===== src/rtl/uart_pkg.sv =====
// Shared UART definitions: oversampling ratio, frame width and receiver FSM states.
package uart_pkg;

  localparam int OVERSAMPLE = 16;
  localparam int DATA_BITS  = 8;

  typedef enum logic [2:0] {
    IDLE      = 3'd0,
    START     = 3'd1,
    DATA      = 3'd2,
    STOP      = 3'd3,
    WAIT_IDLE = 3'd4
  } uart_state_t;

endpackage


===== src/rtl/uart_baud_tick.sv =====
// Free-running oversample tick generator: one-clk pulse every CLK_FREQ/(BAUD_RATE*OVERSAMPLE) clocks.
module uart_baud_tick
  import uart_pkg::*;
#(
  parameter int CLK_FREQ   = 50_000_000,
  parameter int BAUD_RATE  = 115200,
  parameter int OVERSAMPLE = uart_pkg::OVERSAMPLE
) (
  input  logic clk,
  input  logic rst_,
  output logic tick
);

  localparam int TICK_DIV = CLK_FREQ / (BAUD_RATE * OVERSAMPLE);
  // A divide-by-one still needs a 1-bit counter to keep the widths legal.
  localparam int DIV_W = (TICK_DIV > 1) ? $clog2(TICK_DIV) : 1;
  localparam logic [DIV_W-1:0] DIV_LAST = DIV_W'(TICK_DIV - 1);

  logic [DIV_W-1:0] div_cnt;

  always_ff @(posedge clk or negedge rst_) begin
    if (!rst_) begin
      div_cnt <= '0;
      tick    <= 1'b0;
    end else if (div_cnt == DIV_LAST) begin
      div_cnt <= '0;
      tick    <= 1'b1;
    end else begin
      div_cnt <= div_cnt + 1'b1;
      tick    <= 1'b0;
    end
  end

endmodule


===== src/rtl/uart_rx.sv =====
// 8N1 UART receiver with 16x oversampling, mid-bit sampling and framing-error detection.
module uart_rx
  import uart_pkg::*;
#(
  parameter int CLK_FREQ  = 50_000_000,
  parameter int BAUD_RATE = 115200
) (
  input  logic       clk,
  input  logic       rst_,
  input  logic       rx_serial,
  output logic [7:0] rx_data,
  output logic       rx_valid,
  output logic       rx_error
);

  localparam int TICK_W = $clog2(OVERSAMPLE);
  localparam int IDX_W  = $clog2(DATA_BITS);
  localparam logic [TICK_W-1:0] MID_TICK  = TICK_W'(OVERSAMPLE / 2 - 1);
  localparam logic [TICK_W-1:0] LAST_TICK = TICK_W'(OVERSAMPLE - 1);
  localparam logic [IDX_W-1:0]  LAST_BIT  = IDX_W'(DATA_BITS - 1);

  logic                 sample_tick;
  logic                 rx_meta;
  logic                 rx_sync;
  uart_state_t          state;
  logic [TICK_W-1:0]    tick_cnt;
  logic [IDX_W-1:0]     bit_idx;
  logic [DATA_BITS-1:0] shift_reg;

  uart_baud_tick #(
    .CLK_FREQ   (CLK_FREQ),
    .BAUD_RATE  (BAUD_RATE),
    .OVERSAMPLE (OVERSAMPLE)
  ) u_baud_tick (
    .clk  (clk),
    .rst_ (rst_),
    .tick (sample_tick)
  );

  // Flops reset to the idle level so reset release never looks like a start bit.
  always_ff @(posedge clk or negedge rst_) begin
    if (!rst_) begin
      rx_meta <= 1'b1;
      rx_sync <= 1'b1;
    end else begin
      rx_meta <= rx_serial;
      rx_sync <= rx_meta;
    end
  end

  // Start bit is checked at its middle; every later bit is sampled 16 ticks on.
  always_ff @(posedge clk or negedge rst_) begin
    if (!rst_) begin
      state     <= IDLE;
      tick_cnt  <= '0;
      bit_idx   <= '0;
      shift_reg <= '0;
      rx_data   <= 8'h00;
      rx_valid  <= 1'b0;
      rx_error  <= 1'b0;
    end else begin
      rx_valid <= 1'b0;
      rx_error <= 1'b0;
      case (state)
        IDLE: begin
          if (!rx_sync) begin
            tick_cnt <= '0;
            state    <= START;
          end
        end
        START: begin
          if (sample_tick) begin
            if (tick_cnt == MID_TICK) begin
              tick_cnt <= '0;
              if (!rx_sync) begin
                bit_idx <= '0;
                state   <= DATA;
              end else begin
                state <= IDLE;
              end
            end else begin
              tick_cnt <= tick_cnt + 1'b1;
            end
          end
        end
        DATA: begin
          if (sample_tick) begin
            if (tick_cnt == LAST_TICK) begin
              tick_cnt           <= '0;
              shift_reg[bit_idx] <= rx_sync;
              if (bit_idx == LAST_BIT) begin
                state <= STOP;
              end else begin
                bit_idx <= bit_idx + 1'b1;
              end
            end else begin
              tick_cnt <= tick_cnt + 1'b1;
            end
          end
        end
        STOP: begin
          if (sample_tick) begin
            if (tick_cnt == LAST_TICK) begin
              tick_cnt <= '0;
              if (rx_sync) begin
                rx_data  <= shift_reg;
                rx_valid <= 1'b1;
                state    <= IDLE;
              end else begin
                rx_error <= 1'b1;
                state    <= WAIT_IDLE;
              end
            end else begin
              tick_cnt <= tick_cnt + 1'b1;
            end
          end
        end
        // A held-low line (break) must return high before a new frame can start.
        WAIT_IDLE: begin
          if (rx_sync) begin
            state <= IDLE;
          end
        end
        default: state <= IDLE;
      endcase
    end
  end

endmodule


===== config.mk =====
export PLATFORM = sky130hd
export DESIGN_NAME = uart_rx
export DESIGN_NICKNAME = d
export VERILOG_FILES = /design/src/rtl/uart_pkg.sv /design/src/rtl/uart_baud_tick.sv /design/src/rtl/uart_rx.sv
export SDC_FILE = /design/constraint.sdc
export NUM_CORES = 1
export LEC_CHECK = 0
export ABC_AREA = 1
export CAP_MARGIN = 30
export CORE_ASPECT_RATIO = 0.9
export CORE_UTILIZATION = 43
export CTS_CLUSTER_DIAMETER = 100
export DETAILED_ROUTE_END_ITERATION = 8
export MAX_ROUTING_LAYER = met4
export PLACE_DENSITY = 0.71
export SYNTH_ARGS = -nofsm -noshare
export SYNTH_HDL_FRONTEND = slang
export SYNTH_SLANG_ARGS = --single-unit

===== constraint.sdc =====
create_clock -name clk -period 1.7 [get_ports clk]
set_input_delay 0.17 -clock clk [delete_from_list [all_inputs] [get_ports clk]]
set_output_delay 0.17 -clock clk [all_outputs]
set_load 0.01 [all_outputs]

== Word-level counts from Yosys, hierarchy flattened ==
Cells that the tools add are included.

* Flip-flop bits (word level): 36
* Input port bits: 3
* Output and inout bits: 10
* Word-level logic and storage cells: 84

* Add/sub/neg operators: 3
* Magnitude comparators: 2
* Equality and inequality tests: 20
* Multiplexer cells: 38
* Reduce and logical (&&, ||, !) cells: 10

{| class="wikitable"
|+ Operator list
! kind !! count
|-
| $mux 3 || 16
|-
| $mux 4 || 5
|-
| $ne 2x2->1 const B || 8
|-
| $pmux 3 s5 || 1
|-
| $pmux 4 s3 || 1
|-
| $mux 1 || 10
|-
| $reduce_and 9->1 || 1
|-
| $bwmux 8 || 1
|-
| $ne 2x1->1 const B || 4
|-
| $reduce_and 4->1 || 2
|-
| $reduce_and 7->1 || 1
|-
| $eq 3x2->1 const B || 2
|-
| $eq 3x3->1 const B || 2
|-
| $pmux 3 s2 || 1
|-
| $add 5x1->5 const B || 1
|-
| $eq 5x5->1 const B || 1
|-
| $mux 5 || 1
|-
| $add 4x1->4 const B || 1
|-
| $eq 4x3->1 const B || 1
|-
| $eq 4x4->1 const B || 1
|-
| $lt 3x4->1 const B || 1
|-
| $add 3x1->3 const B || 1
|-
| $demux 1 s3 || 1
|-
| $eq 3x1->1 const B || 1
|-
| other kinds (8) || 8
|}

== Depth between registers and ports, before layout ==
Gate-level depths: netlist of run 1.

* Depth in word-level cells: 5
* Gate-level depth with buffers: 10
* Mapped depth without buffers: 10

== Modules after synthesis ==
Synthesis of run 1 repeated with hierarchy kept, for this count alone.

* Cells, all modules: 211
* Area total of the unflattened synthesis: 1840.5 um^2

{| class="wikitable"
|+ Modules (own cells, without submodules)
! module !! times used !! cells each !! area each (um^2) !! seq. area each (um^2)
|-
| uart_rx || 1 || 181 || 1570.3 || 753.2
|-
| uart_baud_tick || 1 || 30 || 270.3 || 150.1
|}

== Worst setup path before layout of run 1 ==
OpenSTA, ideal clock, no wires.

* Path kind: register to register
* From: register bit_idx[0]
* To: register bit_idx[0]
* Library setup time: 117 ps
* Data arrival time: 1308 ps
* Path slack: 275 ps
* Stages on the path, launching flop included: 9
* Path buffers: 0
* Period minus slack after synthesis: 1425 ps
* Cells stage by stage: dfrtp_1 > ha_1 > ha_1 > inv_1 > nand3_1 > o21ai_1 > nand2_1 > nand2_1 > nand2_1

* Longest elaborated chain between the ends: 5
* Elaborated cells between the ends (all ways): 8

{| class="wikitable"
|+ Ends and longest elaborated chain
! what !! line !! source
|-
| from (decl) || uart_rx.sv:27 || <nowiki>logic [IDX_W-1:0] bit_idx;</nowiki>
|-
| from (signal assigned) || uart_rx.sv:94 || <nowiki>bit_idx <= bit_idx + 1'b1;</nowiki>
|-
| $add 3x1->3 || uart_rx.sv:94 ||
|-
| $mux 3 || uart_rx.sv:91 || <nowiki>if (bit_idx == LAST_BIT) begin</nowiki>
|-
| $mux 3 || uart_rx.sv:88 || <nowiki>if (tick_cnt == LAST_TICK) begin</nowiki>
|-
| $mux 3 || uart_rx.sv:87 || <nowiki>if (sample_tick) begin</nowiki>
|-
| $pmux 3 s2 || uart_rx.sv:64 || <nowiki>case (state)</nowiki>
|}

Several ways; a longest one is shown, not always the timed one. The select of a mux whose other input is x is not followed.
A chain may end at the register's enable or synchronous reset.

== Worst setup path in the final report of run 1 ==
* From: register tick_cnt[1]
* To: register rx_data[0]

* Longest elaborated chain between the ends: 2

{| class="wikitable"
|+ Ends and longest elaborated chain
! what !! line !! source
|-
| from (decl) || uart_rx.sv:26 || <nowiki>logic [TICK_W-1:0] tick_cnt;</nowiki>
|-
| from (signal assigned) || uart_rx.sv:82 || <nowiki>tick_cnt <= tick_cnt + 1'b1;</nowiki>
|-
| from (signal assigned) || uart_rx.sv:97 || <nowiki>tick_cnt <= tick_cnt + 1'b1;</nowiki>
|-
| from (signal assigned) || uart_rx.sv:114 || <nowiki>tick_cnt <= tick_cnt + 1'b1;</nowiki>
|-
| $eq 4x4->1 || uart_rx.sv:103 || <nowiki>if (tick_cnt == LAST_TICK) begin</nowiki>
|-
| $reduce_and 4->1 (no line) || - ||
|-
| to (signal assigned) || uart_rx.sv:106 || <nowiki>rx_data <= shift_reg;</nowiki>
|-
| to (decl) || uart_rx.sv:11 || <nowiki>output logic [7:0] rx_data,</nowiki>
|}

No other way between the ends.

==> impl_metrics.json, run 1 <==
{
  "die_w_um": 69.83,
  "start_util": 0.4641,
  "ys_top_cells_by_area": "dfrtp_1 (48%), nand2_1 (12%), nand3_1 (6.5%), nor2_1 (5.1%), inv_1 (4.4%)",
  "min_from": "rx_serial",
  "cts_htree_levels": 2,
  "reg2reg_to": "rx_data[0]",
  "finalCritPeriodShare": 0.8666,
  "n_fill_cell": 369,
  "required_ps": 1880,
  "drcViolationCount": 0,
  "nNetsFinal": 245,
  "ys_ff_latch": 36,
  "run_status": "completed",
  "drive_gt1_frac": 0.1597,
  "ir_drop_v": 0.0004849,
  "cts.clk_slew.worst_paths_ps": 70,
  "hold_viol": 0,
  "grt_pass1_wl_um": 5961,
  "final.setup_skew_ps": 5.186,
  "worstMarginPinSlew_ps": 493.2,
  "r2r_cells": 7,
  "dr_total_vias": 1409,
  "power.leakage_nw": 1.034,
  "synth_area_leader_cell": "dfrtp_1",
  "worst_setup_path_start_kind": "flip-flop",
  "post_cts_buffers": 0,
  "setup_violations": 0,
  "firstDrtPassIters": 4,
  "clkPwrFrac": 0.400,
  "rsz0062_at_grt": "false",
  "holdPathEnd": "rx_meta",
  "ant_nets": 0,
  "cts_tree": "built",
  "synth_warnings": 0,
  "criticalPathCategory": "reg -> reg",
  "use_met1": 0.2253,
  "hp-class": "in -> reg",
  "ios": 13,
  "fmax_ghz": 0.6788,
  "areaGrowthSynthToFinish_pct": 16.58,
  "use_met3": 0.04194,
  "period_minus_slack_ps": 1473,
  "min_path_cells": 1,
  "setup_tns_ps": 0,
  "row_count": 21,
  "synth_cell_types": 25,
  "swShare": 0.2244,
  "dp_hpwl_um": 2332,
  "seq_area_frac_synth": 0.5074,
  "synth_fp_nets": 222,
  "gp_congestion": 0.9165,
  "grt_util_met2": 0.2692,
  "multiInputGateArea_um2": 763.2,
  "endpoint_kind": "flip-flop",
  "grt.busiest_layer": "met2",
  "syn-cell-area_um2": 1780,
  "grt_start_max_net_pins": 24,
  "r2r_start": "tick_cnt[1]",
  "core_um2": 3836,
  "portBuffers": 12,
  "cts_root_buffer": "clkbuf_8",
  "grt-ovfl-total": 0,
  "clkSinkCount": 36,
  "via_per_inst": 4.961,
  "crit_path_max_fanout": 7,
  "wire_per_inst_um": 11.32,
  "route.final.wire_length_um": 3215,
  "grt_usage": 0.1749,
  "pwr-share-seq": 0.581,
  "synth_cells": 214,
  "utilization": 0.5411,
  "switchingPower_mw": 0.3339,
  "slew-limit-headroom": 0.6712,
  "grt_antenna_before_repair": 0,
  "finalMaxSlewViolations": 0,
  "r2r_slack_ps": 230,
  "regArea_um2": 903.4,
  "worstPathArrival_ps": 1650,
  "grt_pass1_vias": 1362,
  "drt-initial-drc-count": 104,
  "die_h_um": 63.05,
  "p_int_mw": 1.154,
  "clock_latency_ps": 290,
  "die_area_um2": 4402,
  "cap_viol_max_count": 0,
  "clockBufferDepth": 2,
  "antenna_cells": 0,
  "cts_buffers": 5,
  "avgSynthCellArea_um2": 8.320,
  "power_frac_comb": 0.020,
  "synth_top_cell_area_share": 0.4779,
  "p_per_area_nw_per_um2": 716.9
}
## synth_stat cells
| cell | n |
|---|---|
| dfstp_2 | 2 |
| nor2_4 | 3 |
| o21ai_0 | 7 |
| nand2_1 | 56 |
| ha_1 | 5 |
| nand2_4 | 1 |
| nor3_1 | 2 |
| nand3_1 | 23 |
| o21ai_2 | 3 |
| nand4_1 | 3 |
| inv_2 | 4 |
| o21bai_1 | 1 |
| nor2_2 | 5 |
| o21ai_1 | 6 |
| a21oi_1 | 6 |
| or2_2 | 1 |
| clkbuf_2 | 1 |
| nand4_2 | 1 |
| nand3_2 | 2 |
| inv_1 | 21 |
| nor2_1 | 24 |
| buf_6 | 1 |
| xnor2_1 | 1 |
| buf_4 | 1 |
| dfrtp_1 | 34 |
## worst max path at each step
stage | cells past startpoint | slack (ps) | from | endpoint
after CTS | 8 | 180 | bit_idx[1] | bit_idx[1]
after floorplan | 8 | 280 | bit_idx[0] | bit_idx[0]
after global routing | 10 | 30 | tick_cnt[1] | bit_idx[1]
after detailed placement | 8 | 200 | bit_idx[1] | bit_idx[1]
final | 7 | 230 | tick_cnt[1] | rx_data[0]
after global placement | 8 | 210 | bit_idx[1] | bit_idx[0]
## critical path, cell delays in order, from the launching register on
cell,delay (ps)
dfrtp_1,370
ha_1,190
nand3_1,130
nor2_2,150
nand4_2,170
buf_4,230
nand2_1,70
o21ai_2,50
## power by group through the flow
stage / Sequential (mW) / Clock [mW] / Combinational [mW]
detailed placement: 0.881 / 0 / 0.0291
finish: 0.864 / 0.595 / 0.0291
global route: 0.864 / 0.647 / 0.0350
CTS: 0.864 / 0.618 / 0.0309
floorplan: 0.877 / 0 / 0.00662
global placement: 0.880 / 0 / 0.0282
## layout make-up
cell class | instances | area share
well taps | 46 | 0.02773
clock buffers | 5 | 0.03315
inverters | 25 | 0.04521
repair buffers | 19 | 0.08198
clock inverters | 3 | 0.009042
flip-flops and latches | 36 | 0.4352
multi-input cells | 150 | 0.3677
## routing by layer
metal,wire length (um),vias to the layer above
met5,0,-
met4,38,0
met3,149,5
met2,1460,36
met1,1566,636
li1,-,732
## per-stage QoR
stage	hold WS (ps)	setup WS [ps]	cell area (um^2)	total power, mW	cells
after floorplan	-125.6	275.4	1780	0.8840	214
after global placement	161.1	208.7	1974	0.9085	275
after detailed placement	171.0	196.3	1974	0.9096	275
after CTS	280.8	175.6	2072	1.513	284
after global routing	279.9	28.93	2076	1.547	284
final	288.6	226.8	2076	1.488	284
## timing repair
item                       4_1_cts  5_1_grt
hold endpoints to repair        19        0
setup endpoints to repair        0        1
hold buffers                     1        0
gates resized for setup          0        1
## cell families after synthesis
| kind of cell | after synthesis | share of synthesized area |
|---|---|---|
| buffers and inverters | 28 | 0.06606 |
| AO/OA/AOI/OAI | 23 | 0.07239 |
| XOR/XNOR | 1 | 0.004920 |
| flip-flops | 36 | 0.5074 |
| adder cells (fa/ha/maj) | 5 | 0.03514 |
| AND/OR/NAND/NOR | 121 | 0.3141 |
## cells in the final DEF (no fill, tap or decap), drive strengths merged, types with 2 or more instances in the layout
master	n
clkbuf	5
buf	7
clkinv	3
clkdlybuf4s50	11
nand3	25
nor3	2
nand4	4
nor2	32
inv	25
dfstp	2
nand2	57
a21oi	6
dfrtp	34
ha	5
o21ai	16
Note: power is estimated with default switching activity, not from simulation.
==> run 2: changes to the inputs <==
--- a/config.mk
+++ b/config.mk
@@ -13,6 +13,7 @@
 export DETAILED_ROUTE_END_ITERATION = 8
 export MAX_ROUTING_LAYER = met4
 export PLACE_DENSITY = 0.71
+export SETUP_SLACK_MARGIN = 0.1
 export SYNTH_ARGS = -nofsm -noshare
 export SYNTH_HDL_FRONTEND = slang
 export SYNTH_SLANG_ARGS = --single-unit
==> impl_metrics.json, run 2 (synthesis results as in run 1) <==
{
  "run_status": "completed",
  "min_path_cells": 1,
  "drt-initial-drc-count": 98,
  "finalMaxSlewViolations": 0,
  "swShare": 0.2250,
  "route.final.wire_length_um": 3221,
  "holdPathEnd": "rx_meta",
  "wire_per_inst_um": 11.34,
  "switchingPower_mw": 0.3350,
  "ios": 13,
  "ant_nets": 0,
  "r2r_cells": 7,
  "slew-limit-headroom": 0.6713,
  "r2r_slack_ps": 250,
  "dr_total_vias": 1397,
  "worstPathArrival_ps": 1630,
  "n_fill_cell": 366,
  "reg2reg_to": "state[1]",
  "grt_pass1_vias": 1362,
  "post_cts_buffers": 0,
  "cts_buffers": 5,
  "worstMarginPinSlew_ps": 493.0,
  "multiInputGateArea_um2": 779.5,
  "clkSinkCount": 36,
  "p_int_mw": 1.154,
  "worst_setup_path_start_kind": "flip-flop",
  "min_from": "rx_serial",
  "final_common_cell": "nand2_1",
  "core_um2": 3836,
  "required_ps": 1880,
  "die_w_um": 69.83,
  "grt_antenna_before_repair": 0,
  "firstDrtPassIters": 4,
  "drcViolationCount": 0,
  "nNetsFinal": 245,
  "ir_drop_v": 0.0004850,
  "setup_tns_ps": 0,
  "finalCritPeriodShare": 0.8557,
  "grt-ovfl-total": 0,
  "die_area_um2": 4402,
  "portBuffers": 12,
  "grt_pass1_wl_um": 5961,
  "drive_gt1_frac": 0.1681,
  "fmax_ghz": 0.6874,
  "start_util": 0.4641,
  "pwr-share-seq": 0.581,
  "antenna_cells": 0,
  "clkPwrFrac": 0.400,
  "setup_violations": 0,
  "p_per_area_nw_per_um2": 711.4,
  "cts.clk_slew.worst_paths_ps": 70,
  "dp_hpwl_um": 2332,
  "cts_root_buffer": "clkbuf_8",
  "areaGrowthSynthToFinish_pct": 17.57,
  "hp-class": "in -> reg",
  "power_frac_comb": 0.020,
  "gp_congestion": 0.9165,
  "power.leakage_nw": 1.039,
  "endpoint_kind": "flip-flop",
  "mostFrequentLayoutCells": "nand2_1 (56), dfrtp_1 (33), nor2_1 (24), nand3_1 (23), inv_1 (21)",
  "via_per_inst": 4.919,
  "clock_latency_ps": 290,
  "cts_tree": "built",
  "regArea_um2": 904.6,
  "period_minus_slack_ps": 1455,
  "clockBufferDepth": 2,
  "row_count": 21,
  "crit_path_max_fanout": 8,
  "criticalPathCategory": "reg -> reg",
  "r2r_start": "rx_sync",
  "startpoint": "rx_sync",
  "hold_viol": 0,
  "die_h_um": 63.05,
  "rsz0062_at_grt": "true",
  "final.setup_skew_ps": 5.097,
  "cap_viol_max_count": 0,
  "hold_ws_ps": 288.2,
  "grt_usage": 0.1749,
  "cts_htree_levels": 2,
  "grt_start_max_net_pins": 24
}
[run 2: power by group through the flow]
stage	clock network, mW	logic [mW]	registers (mW)
finish	0.595	0.0290	0.865
global route	0.647	0.0350	0.865
CTS	0.618	0.0309	0.864
detailed placement	0	0.0291	0.881
global placement	0	0.0282	0.880
floorplan	0	0.00662	0.877
[run 2: how the worst max path moves through the flow]
stage	endpoint	slack, ps	depth (start not counted)
2_1_floorplan	bit_idx[0]	280	8
3_3_place_gp	bit_idx[0]	210	8
3_5_place_dp	bit_idx[1]	200	8
4_1_cts	bit_idx[1]	180	8
5_1_grt	shift_reg[3]	70	8
6_report	state[1]	250	7
[run 2: layer usage]
layer	GRT usage	part of all wire
met5	-	0
met2	0.2692	0.46
met3	0.04194	0.038
met4	0.06250	0.012
met1	0.2253	0.49
[run 2: layout make-up]
class / count / share of cell area
inverter: 25 / 0.04483
clock inverter: 3 / 0.008966
sequential: 36 / 0.4322
timing repair buffer: 19 / 0.08129
tap: 46 / 0.02750
clock buffer: 5 / 0.03288
multi-input combinational: 150 / 0.3724
[run 2: stage by stage]
stage	power (mW)	utilization	std cells	instance area (um^2)	setup slack [ps]
after global routing	1.547	0.5457	284	2093	73.05
final	1.489	0.5457	284	2093	245.2
after floorplan	0.8840	-	214	1780	275.4
after global placement	0.9085	0.5147	275	1974	208.7
after detailed placement	0.9096	0.5147	275	1974	196.3
after CTS	1.513	0.5401	284	2072	175.6
[run 2: what timing repair did]
action,4_1_cts,5_1_grt
endpoints found under the hold margin,19,0
hold buffers,1,0
resized for setup,0,5
endpoints found under the setup margin,0,15
[run 2: critical path: stages, from the launching register on]
cell     delay (ps)
dfstp_2         660
inv_1           170
nand3_1         140
nand2_1          70
inv_1            90
nand3_1         100
nand2_1          70
nand2_1          50
==> run 3: changes to the inputs <==
--- a/config.mk
+++ b/config.mk
@@ -8,6 +8,7 @@
 export ABC_AREA = 1
 export CAP_MARGIN = 30
 export CORE_ASPECT_RATIO = 0.9
+export CORE_MARGIN = 3
 export CORE_UTILIZATION = 43
 export CTS_CLUSTER_DIAMETER = 100
 export DETAILED_ROUTE_END_ITERATION = 8
==> impl_metrics.json, run 3 (synthesis results as in run 1) <==
{
  "endpoint_kind": "flip-flop",
  "cp_slowest_cell": "dfrtp_1",
  "fmax_ghz": 0.6896,
  "cts_tree": "built",
  "clkSinkCount": 36,
  "slew-limit-headroom": 0.7081,
  "finalNonFillerCells": 284,
  "worstPathArrival_ps": 1630,
  "ant_nets": 0,
  "placed_area_um2": 1974,
  "required_ps": 1880,
  "holdPathEnd": "rx_meta",
  "drt-initial-drc-count": 69,
  "start_util": 0.4641,
  "r2r_cells": 7,
  "portBuffers": 12,
  "cts_buffers": 5,
  "min_path_cells": 1,
  "cts_htree_levels": 2,
  "row_count": 21,
  "utilization": 0.5440,
  "cp_slowest_stage_delay_ps": 370,
  "setup_violations": 0,
  "place_inst": 275,
  "r2r_slack_ps": 250,
  "die_h_um": 67.05,
  "dp_hpwl_um": 2300,
  "drcViolationCount": 0,
  "path_buf_inv": 1,
  "r2r_start": "tick_cnt[1]",
  "die_area_um2": 4950,
  "ios": 13,
  "grt-ovfl-total": 0,
  "areaGrowthSynthToFinish_pct": 17.22,
  "worst_setup_path_start_kind": "flip-flop",
  "period_minus_slack_ps": 1450,
  "gp_congestion": 0.8667,
  "drive_gt1_frac": 0.1555,
  "final.setup_skew_ps": 2.794,
  "route.final.wire_length_um": 3111,
  "grt_start_max_net_pins": 37,
  "dr_total_vias": 1407,
  "reg2reg_to": "rx_data[6]",
  "run_status": "completed",
  "finalCritPeriodShare": 0.8530,
  "antenna_cells": 0,
  "p_per_area_nw_per_um2": 724.7,
  "post-place-ws_ps": 211.1,
  "power.leakage_nw": 1.032,
  "via_per_inst": 4.954,
  "design_area_um2": 2087,
  "mostFrequentLayoutCells": "nand2_1 (56), dfrtp_1 (34), nor2_1 (24), nand3_1 (23), inv_1 (21)",
  "clockBufferDepth": 2,
  "firstDrtPassIters": 4,
  "critPathTopFamily": "simple AND/OR/NAND/NOR gates",
  "nNetsFinal": 245,
  "die_w_um": 73.83,
  "min_from": "rx_serial",
  "cts_root_buffer": "clkbuf_8",
  "total_power_mw": 1.512,
  "worstMarginPinSlew_ps": 437.9,
  "hold_ws_ps": 286.3,
  "core_um2": 3836,
  "grt_pass1_vias": 1374,
  "path_depth": 7,
  "criticalPathCategory": "reg -> reg",
  "grt_usage": 0.1553,
  "hp-class": "in -> reg",
  "cap_viol_max_count": 0,
  "hold_viol": 0,
  "finalMaxSlewViolations": 0,
  "cts.clk_slew.worst_paths_ps": 70,
  "final_common_cell": "nand2_1",
  "grt_antenna_before_repair": 0,
  "rsz0062_at_grt": "false",
  "ir_drop_v": 0.0003480,
  "post_cts_buffers": 0,
  "setup_tns_ps": 0,
  "wire_per_inst_um": 10.95,
  "clock_latency_ps": 290,
  "setup_ws_ps": 249.9,
  "grt_pass1_wl_um": 5816,
  "cp_cell_sequence": "ha_1 > nand3_1 > nor2_2 > nand4_2 > buf_4 > nand2_1 > o21ai_2",
  "crit_path_max_fanout": 7
}
## run 3: cell count changes in the layout (fill, tap and decap cells not counted), sizes merged
cell      delta
clkinvlp     +1
clkinv       -3
clkbuf       +2
## run 3: report_power, final
group	total [mW]	internal (mW)	leakage, nW	switching [mW]
Clock	0.621	0.329	0.0445	0.292
Sequential	0.865	0.861	0.471	0.00375
Combinational	0.0270	0.00712	0.516	0.0199
Total	1.51	1.20	1.03	0.316
## run 3: repair_timing
| item | in CTS | in global routing |
|---|---|---|
| hold endpoints to repair | 34 | 0 |
| gates resized for setup | 0 | 2 |
| setup endpoints to repair | 0 | 3 |
| hold buffers | 1 | 0 |
## run 3: cell type report
class                           count  area, um^2
Clock buffer                        7       86.33
Clock inverter                      1       7.507
Fill cell                         369        1749
Inverter                           25       93.84
Multi-Input combinational cell    150       768.2
Sequential cell                    36       903.4
Tap cell                           46       57.56
Timing Repair Buffer               19       170.2
## run 3: routing by layer
metal / vias up / wire [um] / part of all wire / global-route usage
met2: 35 / 1414 / 0.45 / 0.2423
met4: 0 / 23 / 0.0074 / 0.05656
met5: - / 0 / 0 / -
met1: 641 / 1488 / 0.48 / 0.1929
met3: 4 / 185 / 0.059 / 0.04223
li1: 727 / - / - / -
## run 3: how the worst max path moves through the flow
stage | startpoint | endpoint | slack (ps)
floorplan | bit_idx[0] | bit_idx[0] | 280
CTS | bit_idx[1] | bit_idx[0] | 190
finish | tick_cnt[1] | rx_data[6] | 250
global route | tick_cnt[1] | shift_reg[5] | 100
global placement | bit_idx[1] | bit_idx[0] | 220
detailed placement | bit_idx[1] | bit_idx[0] | 210
